--- config.mk ---
export PLATFORM = sky130hd
export DESIGN_NAME = multi_btn_press_counter
export DESIGN_NICKNAME = d
export VERILOG_FILES = /design/src/rtl/multi_btn_press_counter.sv
export SDC_FILE = /design/constraint.sdc
export NUM_CORES = 1
export LEC_CHECK = 0
export ABC_AREA = 1
export CORE_ASPECT_RATIO = 0.9
export CORE_MARGIN = 1
export CORE_UTILIZATION = 49
export CTS_CLUSTER_DIAMETER = 60
export CTS_CLUSTER_SIZE = 28
export DETAILED_ROUTE_END_ITERATION = 8
export HOLD_SLACK_MARGIN = 0.1
export PLACE_DENSITY = 0.79
export SLEW_MARGIN = 15
export SYNTH_ARGS = -nofsm -noshare
export SYNTH_HDL_FRONTEND = slang
export SYNTH_SLANG_ARGS = --single-unit
--- constraint.sdc ---
create_clock -name clk -period 1.8 [get_ports clk]
set_input_delay 0.45 -clock clk [delete_from_list [all_inputs] [get_ports clk]]
set_output_delay 0.45 -clock clk [all_outputs]
set_load 0.03 [all_outputs]
--- src/rtl/multi_btn_press_counter.sv ---
// multi_btn_press_counter
//   NCH independent debounced push-button press counters.
//   Each raw button bit is brought into the clk domain by a 2-flop
//   synchroniser. A 4-state debounce FSM then qualifies both press and
//   release over DEB_CYC cycles. Every accepted press bumps a CW-bit count
//   and fires a one-cycle press_pulse.
//   Optional build macro: BTN_CNT_SATURATE_EN
//     undefined (default) : a press at the maximum count wraps to 0 and sets ovf
//     defined             : a press at the maximum count holds it there and sets ovf
//   ovf is sticky until the channel's clr bit or reset.
//   reset is synchronous and active-high.

module multi_btn_press_counter #(
  parameter int NCH     = 4,
  parameter int CW      = 8,
  parameter int DEB_CYC = 500000
) (
  input  logic              clk,
  input  logic              reset,
  input  logic [NCH-1:0]    btn,
  input  logic [NCH-1:0]    clr,
  output logic [NCH*CW-1:0] cnt_flat,
  output logic [NCH-1:0]    press_pulse,
  output logic [NCH-1:0]    ovf
);

  // Debounce counter sizing and the compare constants used by every channel
  localparam int              DW        = $clog2(DEB_CYC + 1);
  localparam logic [DW-1:0]   DCNT_LAST = DW'(DEB_CYC - 1);
  localparam logic [DW-1:0]   DCNT_ONE  = DW'(1);
  localparam logic [CW-1:0]   CNT_MAX   = {CW{1'b1}};
  localparam logic [CW-1:0]   CNT_ONE   = CW'(1);

  typedef enum logic [1:0] {
    ST_IDLE = 2'd0,
    ST_ARM  = 2'd1,
    ST_HELD = 2'd2,
    ST_REL  = 2'd3
  } state_t;

  // ---------------------------------------------------------------------------
  // Two-flop synchroniser shared by all channels
  // ---------------------------------------------------------------------------
  logic [NCH-1:0] s1_q, s1_d;
  logic [NCH-1:0] s2_q, s2_d;

  // Next values of the synchroniser stages
  always_comb begin
    s1_d = btn;
    s2_d = s1_q;
  end

  // Synchroniser registers, cleared by synchronous reset
  always_ff @(posedge clk) begin
    if (reset) begin
      s1_q <= {NCH{1'b0}};
      s2_q <= {NCH{1'b0}};
    end else begin
      s1_q <= s1_d;
      s2_q <= s2_d;
    end
  end

  // ---------------------------------------------------------------------------
  // Per-channel debounce FSM and press counter
  // ---------------------------------------------------------------------------
  for (genvar g = 0; g < NCH; g++) begin : g_ch
    state_t          state_q, state_d;
    logic [DW-1:0]   dcnt_q, dcnt_d;
    logic [CW-1:0]   cnt_q, cnt_d;
    logic            ovf_q, ovf_d;
    logic            pulse_q, pulse_d;
    logic            btn_s;
    logic            accept_s;

    assign btn_s = s2_q[g];

    // Debounce FSM: qualify press/release and flag the accepted press
    always_comb begin
      state_d  = state_q;
      dcnt_d   = dcnt_q;
      accept_s = 1'b0;
      case (state_q)
        ST_IDLE: begin
          if (btn_s) begin
            state_d = ST_ARM;
            dcnt_d  = DCNT_ONE;
          end else begin
            dcnt_d  = {DW{1'b0}};
          end
        end
        ST_ARM: begin
          if (!btn_s) begin
            // Glitch shorter than the debounce window: drop it
            state_d = ST_IDLE;
            dcnt_d  = {DW{1'b0}};
          end else if (dcnt_q == DCNT_LAST) begin
            state_d  = ST_HELD;
            dcnt_d   = {DW{1'b0}};
            accept_s = 1'b1;
          end else begin
            dcnt_d  = dcnt_q + DCNT_ONE;
          end
        end
        ST_HELD: begin
          // A held button counts once; only a release moves us on
          if (!btn_s) begin
            state_d = ST_REL;
            dcnt_d  = DCNT_ONE;
          end else begin
            dcnt_d  = {DW{1'b0}};
          end
        end
        ST_REL: begin
          if (btn_s) begin
            // Bounce during release: still the same press
            state_d = ST_HELD;
            dcnt_d  = {DW{1'b0}};
          end else if (dcnt_q == DCNT_LAST) begin
            state_d = ST_IDLE;
            dcnt_d  = {DW{1'b0}};
          end else begin
            dcnt_d  = dcnt_q + DCNT_ONE;
          end
        end
        default: begin
          state_d = ST_IDLE;
          dcnt_d  = {DW{1'b0}};
        end
      endcase
    end

    // Count/overflow update; clr wins over the increment but not the pulse
    always_comb begin
      cnt_d   = cnt_q;
      ovf_d   = ovf_q;
      pulse_d = accept_s;
      if (accept_s) begin
        if (clr[g]) begin
          cnt_d = {CW{1'b0}};
          ovf_d = 1'b0;
        end else if (cnt_q == CNT_MAX) begin
`ifdef BTN_CNT_SATURATE_EN
          cnt_d = CNT_MAX;
`else
          cnt_d = {CW{1'b0}};
`endif
          ovf_d = 1'b1;
        end else begin
          cnt_d = cnt_q + CNT_ONE;
        end
      end else if (clr[g]) begin
        cnt_d = {CW{1'b0}};
        ovf_d = 1'b0;
      end else begin
        cnt_d = cnt_q;
        ovf_d = ovf_q;
      end
    end

    // Channel state registers; reset overrides clr and any press in flight
    always_ff @(posedge clk) begin
      if (reset) begin
        state_q <= ST_IDLE;
        dcnt_q  <= {DW{1'b0}};
        cnt_q   <= {CW{1'b0}};
        ovf_q   <= 1'b0;
        pulse_q <= 1'b0;
      end else begin
        state_q <= state_d;
        dcnt_q  <= dcnt_d;
        cnt_q   <= cnt_d;
        ovf_q   <= ovf_d;
        pulse_q <= pulse_d;
      end
    end

    assign cnt_flat[g*CW +: CW] = cnt_q;
    assign press_pulse[g]       = pulse_q;
    assign ovf[g]               = ovf_q;
  end

endmodule

# Word-level counts from Yosys, hierarchy flattened
# Index checks and enable logic that the tools add are counted.
# Widths: inputs -> output; s select.
# totals
out_inout_bits,40
elab_cells,182
reg_bits,132
# classes
mux,96
n_reduce_logical,20
n_addsub,8
n_eq_ne,36
# op_table
op,n
$pmux 19 s4,4
$mux 19,12
$mux 8,16
$add 19x1->19 const B,4
$eq 19x19->1 const B,4
$mux 2,24
$mux 1,36
$add 8x1->8 const B,4
$eq 8x8->1 const B,4
$pmux 2 s4,4
$ne 3x3->1 const B,8
$eq 2x2->1 const B,8
$ne 2x2->1 const B,8
$reduce_and 4->1,4
$reduce_bool 2->1,8
$eq 2x1->1 const B,4
$logic_not 2->1,4
$reduce_and 2->1,4

# Longest topological paths before layout
# Gate-level depths: netlist of run 1.
# logic_depth
ltp_word,6
depth_mapped,11

# Least setup slack after synthesis of run 1
# No wires, ideal clock.
# synth_path
kind,reg2reg
startpoint,register g_ch[1].cnt_q[0]
endpoint,register g_ch[1].cnt_q[7]
setup_slack_ns,0.216
stages_incl_launch_ff,9
setup_ns,0.132
synth_period_minus_slack_ns,1.584
n_path_buf,0
arrival_ns,1.452
path_cell_list,dfxtp_1 ha_1 nand2_1 nor2_1 nand4_1 nand3_1 nor2_1 nand2_1 a21oi_1
# synth_between
elab_chain_len,4
elab_cells_between_ends,5
classes_between,1 x add/sub; 1 x eq/ne; 3 x mux
# synth_lines
element,line_no,text
from (decl),70,"logic [CW-1:0] cnt_q, cnt_d;"
from (signal assigned),166,cnt_q <= {CW{1'b0}};
from (signal assigned),172,cnt_q <= cnt_d;
$add 8x1->8 or $eq 8x8->1 (tied branches),"150, 142",
$mux 8 *,142,end else if (cnt_q == CNT_MAX) begin
$mux 8 *,139,if (clr[g]) begin
$mux 8 *,138,if (accept_s) begin
# Mark *: on every way between the ends. The rest lies on a longest branch, timed or not.
# A chain may end at the register's enable or synchronous reset.

# Worst setup path after layout of run 1
# layout_path
startpoint,register g_ch[0].cnt_q[0]
endpoint,output cnt_flat[0]
# layout_rtl
element,line_no,text
from (decl),70,
from (signal assigned),166,
from (signal assigned),172,
to (decl),22,"output logic [NCH*CW-1:0] cnt_flat,"
# No word-level cell between the ends.

==> summary.md, run 1 <==
| Metric | Value |
|---|---|
| Final-stage net count | `~1100` |
| DR WL/cell | `roughly 12 um` |
| Area leader, netlist | `dfxtp_1` |
| Leakage power | `around 0.0032 uW` |
| RSZ-0062 raised after global routing | `no` |
| Initial Util | `50.5%` |
| Placeable Area | `roughly 14000 um^2` |
| Synth Area in Compound Gates | `approximately 6%` |
| Fill count | `roughly 1300` |
| Routability cong. | `between 0.8 and 0.9` |
| Via density | `around 5.1` |
| Total Wirelength | `approximately 16000 um` |
| Clk Tree Root Cell | `clkbuf_16` |
| Worst stage delay on the critical path | `440 ps` |
| Share of the synthesized area in the top cell type | `a little under two fifths` |
| Int Power | `a little over 5000 uW` |
| Fin util | `approximately three fifths` |
| Hold path cells | `2` |
| Fmax | `between 500 and 600 MHz` |
| Part of the cycle the worst path needs | `a little over nine tenths` |
| Total GRT Usage | `23.1%` |
| Slew @ Worst Pin | `between 500 and 600 ps` |
| Power density over the cells | `788 nW/um^2` |
| Fin. max-slew vios | `0` |
| Worst R2R End | `g_ch[1].dcnt_q[8]` |
| Largest family of logic cells by synthesized area | `simple AND/OR/NAND/NOR gates` |
| Max-cap violation count | `0` |
| Area taken by multi-input logic gates | `around 3800 um^2` |
| Hold_buf cts | `0` |
| PnR worst setup slack | `approximately 62 ps` |
| Critical-path top delay cell | `dfxtp_1` |
| Outcome | `finished clean` |
| TritonCTS Buffers | `17` |
| Worst reg2reg path depth | `8` |
| Clk_skew | `~5.6 ps` |
| Setup WS pre-CTS | `-48.2 ps` |
| Die X | `~130 um` |
| Number of global-route vias before repair | `6183` |
| Antenna cells | `0` |
| Starting DRT DRC Count | `roughly 530` |
| Setup-failing EPs final | `0` |
| Mux cell area share after synthesis | `0%` |
| FF/Latch Area | `around 2600 um^2` |
| Hpwl dp | `about 11000 um` |
| Cell chain of the critical path | `dlygate4sd2_1` |
| Vias after detailed routing | `a little under 7000` |
| Pre-Repair DR Iteration Count | `5` |
| VDD IR-drop max | `roughly 0.68 mV` |
| Worst R2R Start | `g_ch[1].dcnt_q[0]` |
| Synth warn | `0` |
| Full die area | `between 10000 and 15000 um^2` |
| Power share of the sequential group | `about 44%` |
| Clock power frac | `a little over half` |
| Netlist cell types | `43` |
| Clk Latency, worst-skew pair | `between 400 and 500 ps` |
| Crit-path max FO | `7` |
| Initial antenna violation count | `0` |
| Startpoint class of the critical path | `flip-flop` |
| Max Buffers Root-to-Sink | `2` |
| Type of the worst setup path | `reg2out` |
| Fraction of the mapped netlist area in adder cells | `1.41%` |
| Io pins | `50` |
| Commonest non-fill, non-tap cell in the layout | `nor2_1` |
| Switching pwr | `~1500 uW` |
| #FFs+latches synth | `approximately 130` |
| Post-synthesis net count | `around 1100` |
| Post-synthesis sequential area ratio | `a little under two fifths` |
| I/O Buffers | `about 50` |
| Final hold viol count | `0` |
| Simple-Gate Fraction of Synth Area | `40.2%` |
| Share of layout cells above drive strength 1 | `between 10% and 20%` |
| Pin count of the biggest net entering global routing | `19` |
| Worst rel slew slack | `about two thirds` |
| Final ANT Viol Nets | `0` |
| Syn-to-layout area delta | `19.5%` |
| Total power draw | `between 6000 and 7000 uW` |
| Syn Std Cell Area | `7090 um^2` |
| R2r setup slk | `about 130 ps` |
| CTS tree | `done` |
| Crit end category | `output pin` |
| Tmin final | `between 1500 and 2000 ps` |
| Logic pwr share | `2.5%` |
| Hold wc startpoint | `s1_q[0]` |
| Synth Instances | `just over 1000` |
| Number of remaining DRC errors | `0` |
| Setup tns final | `0 ps` |
| Row cnt | `between 40 and 50` |
| Tightest Hold Check Type | `reg2reg` |
| Largest cells by area after synthesis | `dfxtp_1, nor2_1, nand2_1` |
| Clock sinks | `between 100 and 150` |
| H-Tree Depth | `4` |
| Sw Share | `between 20 and 25%` |
| Crit path DAT | `~1300 ps` |
| Syn avg cell area | `between 6 and 7 um^2` |
| Critical path buffers and inverters | `1` |
| Grt ovf | `0` |
| CP delay by family, top | `flip-flops` |
| First-pass GRT wire length | `27500 um` |
| Clk slew on worst S/H paths | `~60 ps` |
| Post-Synth XOR/XNOR Area | `between 5 and 6%` |
| Required @ worst endpoint | `roughly 1400 ps` |
| Hold endpoint | `s2_q[0]` |
| Die height | `116 um` |
| Tightest hold margin | `roughly 410 ps` |
| Most frequent cells in the layout | `nor2_1, nand2_1, inv_1` |
[power by group through the flow]
stage | Combinational, uW | Clock (uW) | Sequential (uW)
2_1_floorplan | 98.0 | 0 | 3020
3_3_place_gp | 159 | 0 | 3030
3_5_place_dp | 162 | 0 | 3030
4_1_cts | 165 | 3610 | 2960
5_1_grt | 187 | 3760 | 2970
6_report | 169 | 3550 | 2960
[how the worst max path moves through the flow]
stage,end,slack (ps),from,cells past startpoint
final,cnt_flat[0],60,g_ch[0].cnt_q[0],1
after global routing,cnt_flat[0],0.3,g_ch[0].cnt_q[0],1
after CTS,g_ch[3].pulse_q,30,g_ch[3].dcnt_q[0],7
after detailed placement,g_ch[3].dcnt_q[11],-50,g_ch[3].dcnt_q[0],7
after global placement,g_ch[3].dcnt_q[11],10,g_ch[3].dcnt_q[0],7
after floorplan,g_ch[1].cnt_q[7],220,g_ch[1].cnt_q[0],8
[sequential cells by signal, indices dropped and copies added, names as in the netlist, named ones only]
signal,flops
g_ch.dcnt_q,76
g_ch.cnt_q,32
g_ch.ovf_q,4
g_ch.pulse_q,4
g_ch.state_q,4
s1_q,4
s2_q,4
[stage by stage]
step,std cells,area (um^2)
2_1_floorplan,1038,7090
3_3_place_gp,1282,7850
3_5_place_dp,1282,7850
4_1_cts,1313,8410
5_1_grt,1314,8480
6_report,1314,8480
[metal layers]
metal | global-route usage (%) | routed length, um | vias to the layer above | part of all wire, %
met1 | 29.9 | 7660 | 3058 | 47
met4 | 8.16 | 209 | 0 | 1.3
li1 | - | - | 3480 | -
met3 | 5.59 | 803 | 19 | 4.9
met5 | 0 | 0 | - | 0
met2 | 37.7 | 7550 | 179 | 47
[layout make-up]
type	count	area share, %
multi-input cells	736	44.9
flip-flops and latches	132	31.2
repair buffers	73	7.41
inverters	149	6.62
clock buffers	17	5.02
well taps	193	2.85
clock inverters	14	2.10
[timing repair]
| action | in CTS | in global routing |
|---|---|---|
| resized for setup | 41 | 11 |
| buffers inserted | 0 | 1 |
| pin swaps | 0 | 3 |
| setup endpoints to repair | 43 | 48 |
[cells by family after synthesis]
kind of cell	count (synthesis)
DFF	132
xor gates and xnor gates	43
AOI/OAI and AO/OA	75
buffers and inverters	170
adders and majority gates	8
and+or+nand+nor	610
[cell usage after synthesis (all sizes together)]
| cell type | number |
|---|---|
| nor3b | 11 |
| a31oi | 3 |
| xnor2 | 11 |
| clkinv | 4 |
| buf | 17 |
| nand3 | 119 |
| and3 | 2 |
| nand4 | 28 |
| o21a | 5 |
| o21ai | 12 |
| o211ai | 1 |
| a22o | 1 |
| nand2 | 161 |
| nand3b | 4 |
| ha | 8 |
| nor3 | 45 |
| a21o | 1 |
| xor2 | 32 |
| nor4 | 5 |
| clkbuf | 4 |
| nor2 | 234 |
| and2 | 1 |
| o21bai | 6 |
| inv | 145 |
| dfxtp | 132 |
| a21oi | 46 |
(Power assumes the default switching activity.)
==> run 2, diff against run 1 <==
Settings changed: CTS_BUF_LIST set to sky130_fd_sc_hd__clkbuf_8, PLACE_DENSITY 0.79 to 0.68.
==> run 2 against run 1 <==
Non-clock buffer count grew 14. Die area stayed put. Combinational power about the same. Critical endpoint is now cnt_flat[19]. Global-route usage about the same. Highest routed layer unchanged. Largest cell class unchanged. Largest power group is now registers. Critical path depth did not move.
==> summary.md, run 2 (same netlist as run 1, synthesis figures left out) <==
| Metric | Value |
|---|---|
| Power share of the sequential group | `52.5% (+8.1 points)` |
| Top reg by flops | `g_ch.dcnt_q` |
| Antenna cells | `0 (unchanged)` |
| Max reg flops | `76 (unchanged)` |
| PnR worst setup slack | `71.1 ps (+8.63 ps)` |
| RSZ-0062 raised after global routing | `yes` |
| Max-cap violation count | `0 (unchanged)` |
| Critical-path top delay cell | `dlygate4sd2_1` |
| Tightest Hold Check Type | `in2reg` |
| Number of remaining DRC errors | `0 (unchanged)` |
| Switching pwr | `1270 uW (-15%)` |
| Placeable Area | `14100 um^2 (unchanged)` |
| Clock sinks | `132 (unchanged)` |
| Full die area | `15000 um^2 (unchanged)` |
| Largest regs | `g_ch.dcnt_q: 76 flops, g_ch.cnt_q: 32 flops` |
| Pre-Repair DR Iteration Count | `5 (unchanged)` |
| Required @ worst endpoint | `1350 ps (about the same)` |
| Via density | `5.00 (-2.4%)` |
| First-pass GRT wire length | `27700 um (+0.45%)` |
| Area taken by multi-input logic gates | `3800 um^2 (about the same)` |
| Initial Util | `50.5% (unchanged)` |
| Die X | `129 um (unchanged)` |
| Tightest hold margin | `389 ps (-16.0 ps)` |
| Row cnt | `41 (unchanged)` |
| Slew @ Worst Pin | `440 ps (-77.9 ps)` |
| Cell chain of the critical path | `dlygate4sd2_1` |
| Outcome | `finished clean` |
| Fin. max-slew vios | `0 (unchanged)` |
| Pin count of the biggest net entering global routing | `19 (unchanged)` |
| Routability cong. | `0.880 (+0.88%)` |
| Critical path buffers and inverters | `1 (unchanged)` |
| Leakage power | `0.00320 uW (-1.4%)` |
| Startpoint class of the critical path | `flip-flop` |
| Hpwl dp | `11900 um (+4.9%)` |
| Setup Buffers After CTS | `0 (unchanged)` |
| DR WL/cell | `12.1 um (-2.2%)` |
| Grt ovf | `0 (unchanged)` |
| Io pins | `50 (unchanged)` |
| TritonCTS Buffers | `17 (unchanged)` |
| I/O Buffers | `49 (unchanged)` |
| CP delay by family, top | `buffers and inverters` |
| Setup-failing EPs final | `0 (unchanged)` |
| Final hold viol count | `0 (unchanged)` |
| Clk_skew | `9.86 ps (+4.31 ps)` |
| Clk Latency, worst-skew pair | `440 ps (+20 ps)` |
| CTS tree | `done` |
| Fill count | `1401 (+7.9%)` |
| Commonest non-fill, non-tap cell in the layout | `nor2_1` |
| Max Buffers Root-to-Sink | `2 (unchanged)` |
| VDD IR-drop max | `0.550 mV (-19%)` |
| Fmax | `578 MHz (+0.50%)` |
| Vias after detailed routing | `6645 (-1.4%)` |
| Crit-path max FO | `5 (-2)` |
| Worst stage delay on the critical path | `420 ps (-20 ps)` |
| Starting DRT DRC Count | `492 (-6.5%)` |
| Total GRT Usage | `23.1% (about the same)` |
| Type of the worst setup path | `reg2out` |
| Int Power | `4370 uW (-16%)` |
| Syn-to-layout area delta | `17.7%` |
| H-Tree Depth | `4 (unchanged)` |
| Crit path DAT | `1280 ps (about the same)` |
| Final ANT Viol Nets | `0 (unchanged)` |
| Part of the cycle the worst path needs | `96.0% (-0.48 points)` |
| Initial antenna violation count | `0 (unchanged)` |
| FF/Latch Area | `2640 um^2 (unchanged)` |
| Clk Tree Root Cell | `clkbuf_8` |
| Sw Share | `22.5% (+0.082 points)` |
| Clock power frac | `44.5% (-8.6 points)` |
| Logic pwr share | `2.9% (+0.4 points)` |
| Die height | `116 um (unchanged)` |
| Share of layout cells above drive strength 1 | `11.5% (+1.4 points)` |
| Number of global-route vias before repair | `6091 (-1.5%)` |
| Tmin final | `1730 ps (-8.63 ps)` |
| Worst rel slew slack | `70.4% (+5.2 points)` |
| Most frequent cells in the layout | `nor2_1, nand2_1, inv_1` |
| Setup WS pre-CTS | `53.1 ps (+101 ps)` |
| Hold_buf cts | `0 (unchanged)` |
| Clk slew on worst S/H paths | `80 ps (+20 ps)` |
| Final-stage net count | `1141 (+1.2%)` |
| Crit end category | `output pin` |
| Power density over the cells | `675 nW/um^2 (-14%)` |
| Total Wirelength | `16000 um (-1.1%)` |
==> run 2: cell count changes in the layout (fill, tap and decap cells not counted), sizes merged <==
| cell | previous run | this run |
|---|---|---|
| dlygate4sd2 | 40 | 31 |
| clkdlybuf4s15 | 0 | 5 |
| clkbuf | 17 | 22 |
| inv | 149 | 147 |
| clkinvlp | 4 | 2 |
| buf | 25 | 39 |
| clkinv | 7 | 10 |
==> run 2: what timing repair did <==
| action | in CTS | in global routing |
|---|---|---|
| gates cloned | 0 | 0 |
| gates resized for setup | 44 | 23 |
| endpoints found under the setup margin | 40 | 65 |
==> run 2: stage by stage <==
stage / total power [uW] / setup TNS, ps / utilization [%] / std cells / cell area [um^2]
after floorplan: 3120 / 0 / - / 1038 / 7090
after global placement: 3190 / 0 / 56.6 / 1297 / 7960
after detailed placement: 3190 / 0 / 56.6 / 1297 / 7960
after CTS: 5700 / 0 / 59.1 / 1328 / 8310
after global routing: 5850 / -1.20 / 59.4 / 1328 / 8350
final: 5640 / 0 / 59.4 / 1328 / 8350
==> run 2: power groups by stage <==
stage / clock [uW] / combinational [uW] / sequential (uW)
6_report: 2510 / 166 / 2960
5_1_grt: 2700 / 184 / 2960
4_1_cts: 2580 / 163 / 2960
3_5_place_dp: 0 / 162 / 3030
3_3_place_gp: 0 / 163 / 3030
2_1_floorplan: 0 / 98.0 / 3020
==> run 2: path summary, 6_finish.rpt <==
kind,to,slack (ps),depth (start not counted),from
worst min register to register,s2_q[0],400,2,s1_q[0]
worst min-delay path,g_ch[1].cnt_q[4],390,3,reset
worst max register to register,g_ch[1].dcnt_q[16],170,8,g_ch[1].dcnt_q[0]
worst max-delay path,cnt_flat[19],70,1,g_ch[2].cnt_q[3]
==> run 2: layer usage <==
layer / vias up / GRT usage (%) / share of wire (%)
li1: 3501 / - / -
met3: 15 / 5.96 / 4.6
met4: 0 / 6.75 / 1.1
met2: 119 / 36.4 / 43
met1: 3010 / 31.2 / 51
met5: - / 0 / 0
==> run 2: area by class of cell <==
type / instances / share of cell area [%]
clock inverters: 13 / 1.71
multi-input cells: 736 / 45.5
inverters: 149 / 6.76
flip-flops and latches: 132 / 31.6
clock buffers: 18 / 2.97
repair buffers: 87 / 8.54
well taps: 193 / 2.89
==> run 3, diff against run 2 <==
Settings changed: CORE_MARGIN 1 to 10.
==> run 3 against run 2 <==
Setup slack worse by 19 ps. Non-clock buffer count fell by 6. Critical path type unchanged. Wire length increased by 2.7%. Global-route usage shrank 6.1 points. Clock power up 12%.
==> summary.md, run 3 (same netlist as run 1, synthesis figures left out) <==
| Metric | Value |
|---|---|
| Clk slew on worst S/H paths | `70 ps (about the same)` |
| Hold path cells | `2 (-1)` |
| Commonest non-fill, non-tap cell in the layout | `nor2_1` |
| Die height | `134 um (+15%)` |
| Met2 WL | `7100 um (+1.8%)` |
| Top reg by flops | `g_ch.dcnt_q` |
| Share of layout cells above drive strength 1 | `11.9% (+0.40 points)` |
| TritonCTS Buffers | `17 (unchanged)` |
| Die X | `147 um (+14%)` |
| Part of the cycle the worst path needs | `97.1% (+1.1 points)` |
| Final-stage net count | `1135 (-0.53%)` |
| Crit end category | `output pin` |
| Number of global-route vias before repair | `5976 (-1.9%)` |
| Vias after detailed routing | `6629 (-0.24%)` |
| Setup WS pre-CTS | `54.5 ps (+1.45 ps)` |
| CTS tree | `done` |
| Crit-path max FO | `5 (unchanged)` |
| Largest regs | `g_ch.dcnt_q: 76 flops, g_ch.cnt_q: 32 flops` |
| Leakage power | `0.00318 uW (-0.70%)` |
| Clk Tree Root Cell | `clkbuf_8` |
| Full die area | `19700 um^2 (+32%)` |
| Cell chain of the critical path | `dlygate4sd2_1` |
| Total GRT Usage | `16.9% (-6.1 points)` |
| Setup-failing EPs final | `0 (unchanged)` |
| Total Wirelength | `16500 um (+2.7%)` |
| Type of the worst setup path | `reg2out` |
| PnR worst setup slack | `52.0 ps (-19.1 ps)` |
| Max-cap violation count | `0 (unchanged)` |
| Placeable Area | `14100 um^2 (+0.36%)` |
| FF/Latch Area | `2640 um^2 (unchanged)` |
| Fill count | `1358 (-3.1%)` |
| Worst reg2reg path depth | `7 (-1)` |
| Max Buffers Root-to-Sink | `2 (unchanged)` |
| Tmin final | `1750 ps (+19.1 ps)` |
| Final hold viol count | `0 (unchanged)` |
| Clk_skew | `7.66 ps (-2.20 ps)` |
| Initial Util | `50.3% (-0.18 points)` |
| Row cnt | `41 (unchanged)` |
| Initial antenna violation count | `0 (unchanged)` |
| Area taken by multi-input logic gates | `3820 um^2 (+0.66%)` |
| First-pass GRT wire length | `28200 um (+2.1%)` |
| Top Metal Used | `met4` |
| Most frequent cells in the layout | `nor2_1, nand2_1, inv_1` |
| Syn-to-layout area delta | `18.6%` |
| Required @ worst endpoint | `1350 ps (about the same)` |
| H-Tree Depth | `4 (unchanged)` |
| Grt ovf | `0 (unchanged)` |
| Worst R2R Start | `g_ch[1].dcnt_q[0]` |
| Startpoint class of the critical path | `flip-flop` |
| Total power draw | `5940 uW (+5.4%)` |
| Slew @ Worst Pin | `466 ps (+26.2 ps)` |
| Crit path DAT | `1300 ps (+20 ps)` |
| Fin. max-slew vios | `0 (unchanged)` |
| Max reg flops | `76 (unchanged)` |
| Clock sinks | `132 (unchanged)` |
| Final ANT Viol Nets | `0 (unchanged)` |
| R2r setup slk | `170 ps (about the same)` |
| Number of remaining DRC errors | `0 (unchanged)` |
| Pin count of the biggest net entering global routing | `24 (+5)` |
| Routability cong. | `0.916 (+4.2%)` |
| Hpwl dp | `12100 um (+1.7%)` |
| Pre-Repair DR Iteration Count | `5 (unchanged)` |
| Critical-path top delay cell | `dlygate4sd2_1` |
| Tightest Hold Check Type | `reg2reg` |
| VDD IR-drop max | `0.499 mV (-9.2%)` |
| M1 wire length | `8430 um (+3.3%)` |
| Power density over the cells | `706 nW/um^2 (+4.7%)` |
| Worst R2R End | `g_ch[1].cnt_q[3]` |
| Hold endpoint | `s2_q[1]` |
| Setup tns final | `0 ps (unchanged)` |
| Detail Route met3 WL | `739 um (+0.27%)` |
| Antenna cells | `0 (unchanged)` |
| I/O Buffers | `49 (unchanged)` |
| Critical path buffers and inverters | `1 (unchanged)` |
| Io pins | `50 (unchanged)` |
| DR WL/cell | `12.4 um (+3.1%)` |
| Worst rel slew slack | `68.7% (-1.8 points)` |
| Clk Latency, worst-skew pair | `460 ps (+20 ps)` |
| Worst stage delay on the critical path | `440 ps (+20 ps)` |
| Outcome | `finished clean` |
| Fmax | `572 MHz (-1.1%)` |
| Hold wc startpoint | `s1_q[1]` |
| CP delay by family, top | `buffers and inverters` |
| Via density | `5.01 (+0.14%)` |
| Starting DRT DRC Count | `427 (-13%)` |
==> run 3: how the worst max path moves through the flow <==
stage	startpoint	endpoint	slack (ps)	cells after the start
finish	g_ch[3].cnt_q[2]	cnt_flat[26]	50	1
global route	g_ch[2].dcnt_q[0]	g_ch[2].dcnt_q[18]	-30	10
CTS	g_ch[2].cnt_q[0]	cnt_flat[16]	2	1
detailed placement	g_ch[3].dcnt_q[1]	g_ch[3].dcnt_q[14]	50	7
global placement	g_ch[3].dcnt_q[0]	g_ch[3].dcnt_q[14]	100	7
floorplan	g_ch[1].cnt_q[0]	g_ch[1].cnt_q[7]	220	8
==> run 3: cell type report <==
class                   count  area share (%)
multi-input cells         736            45.5
clock inverters            15            2.51
well taps                 193            2.87
repair buffers             81            8.24
inverters                 149            6.71
flip-flops and latches    132            31.4
clock buffers              17            2.78
==> run 3: metal layers <==
metal  global-route usage (%)  up-vias
met3                     4.71       20
met2                     24.9      122
li1                         -     3499
met5                        0        -
met1                     23.4     2988
met4                     5.22        0
==> run 3: repair_timing <==
action                     in CTS  in global routing
buffers inserted                0                  0
setup endpoints to repair      40                 59
resized for setup              44                 35
hold buffers                    0                  0
pin swaps                       0                  1
==> run 3: through the flow <==
step / utilization (%) / cell area (um^2) / hold slack (ps) / instances
finish: 59.6 / 8410 / 418 / 1323
global route: 59.6 / 8410 / 444 / 1323
CTS: 59.1 / 8340 / 417 / 1323
detailed placement: 56.3 / 7940 / 392 / 1291
global placement: 56.3 / 7940 / 405 / 1291
floorplan: - / 7090 / 388 / 1038
==> run 3: report_power, final <==
group	internal (uW)	total, uW	leakage (uW)	switching, uW
Combinational	55.3	159	0.00189	103
Clock	1630	2820	0.000221	1190
Sequential	2940	2960	0.00107	22.1
Total	4630	5940	0.00318	1310
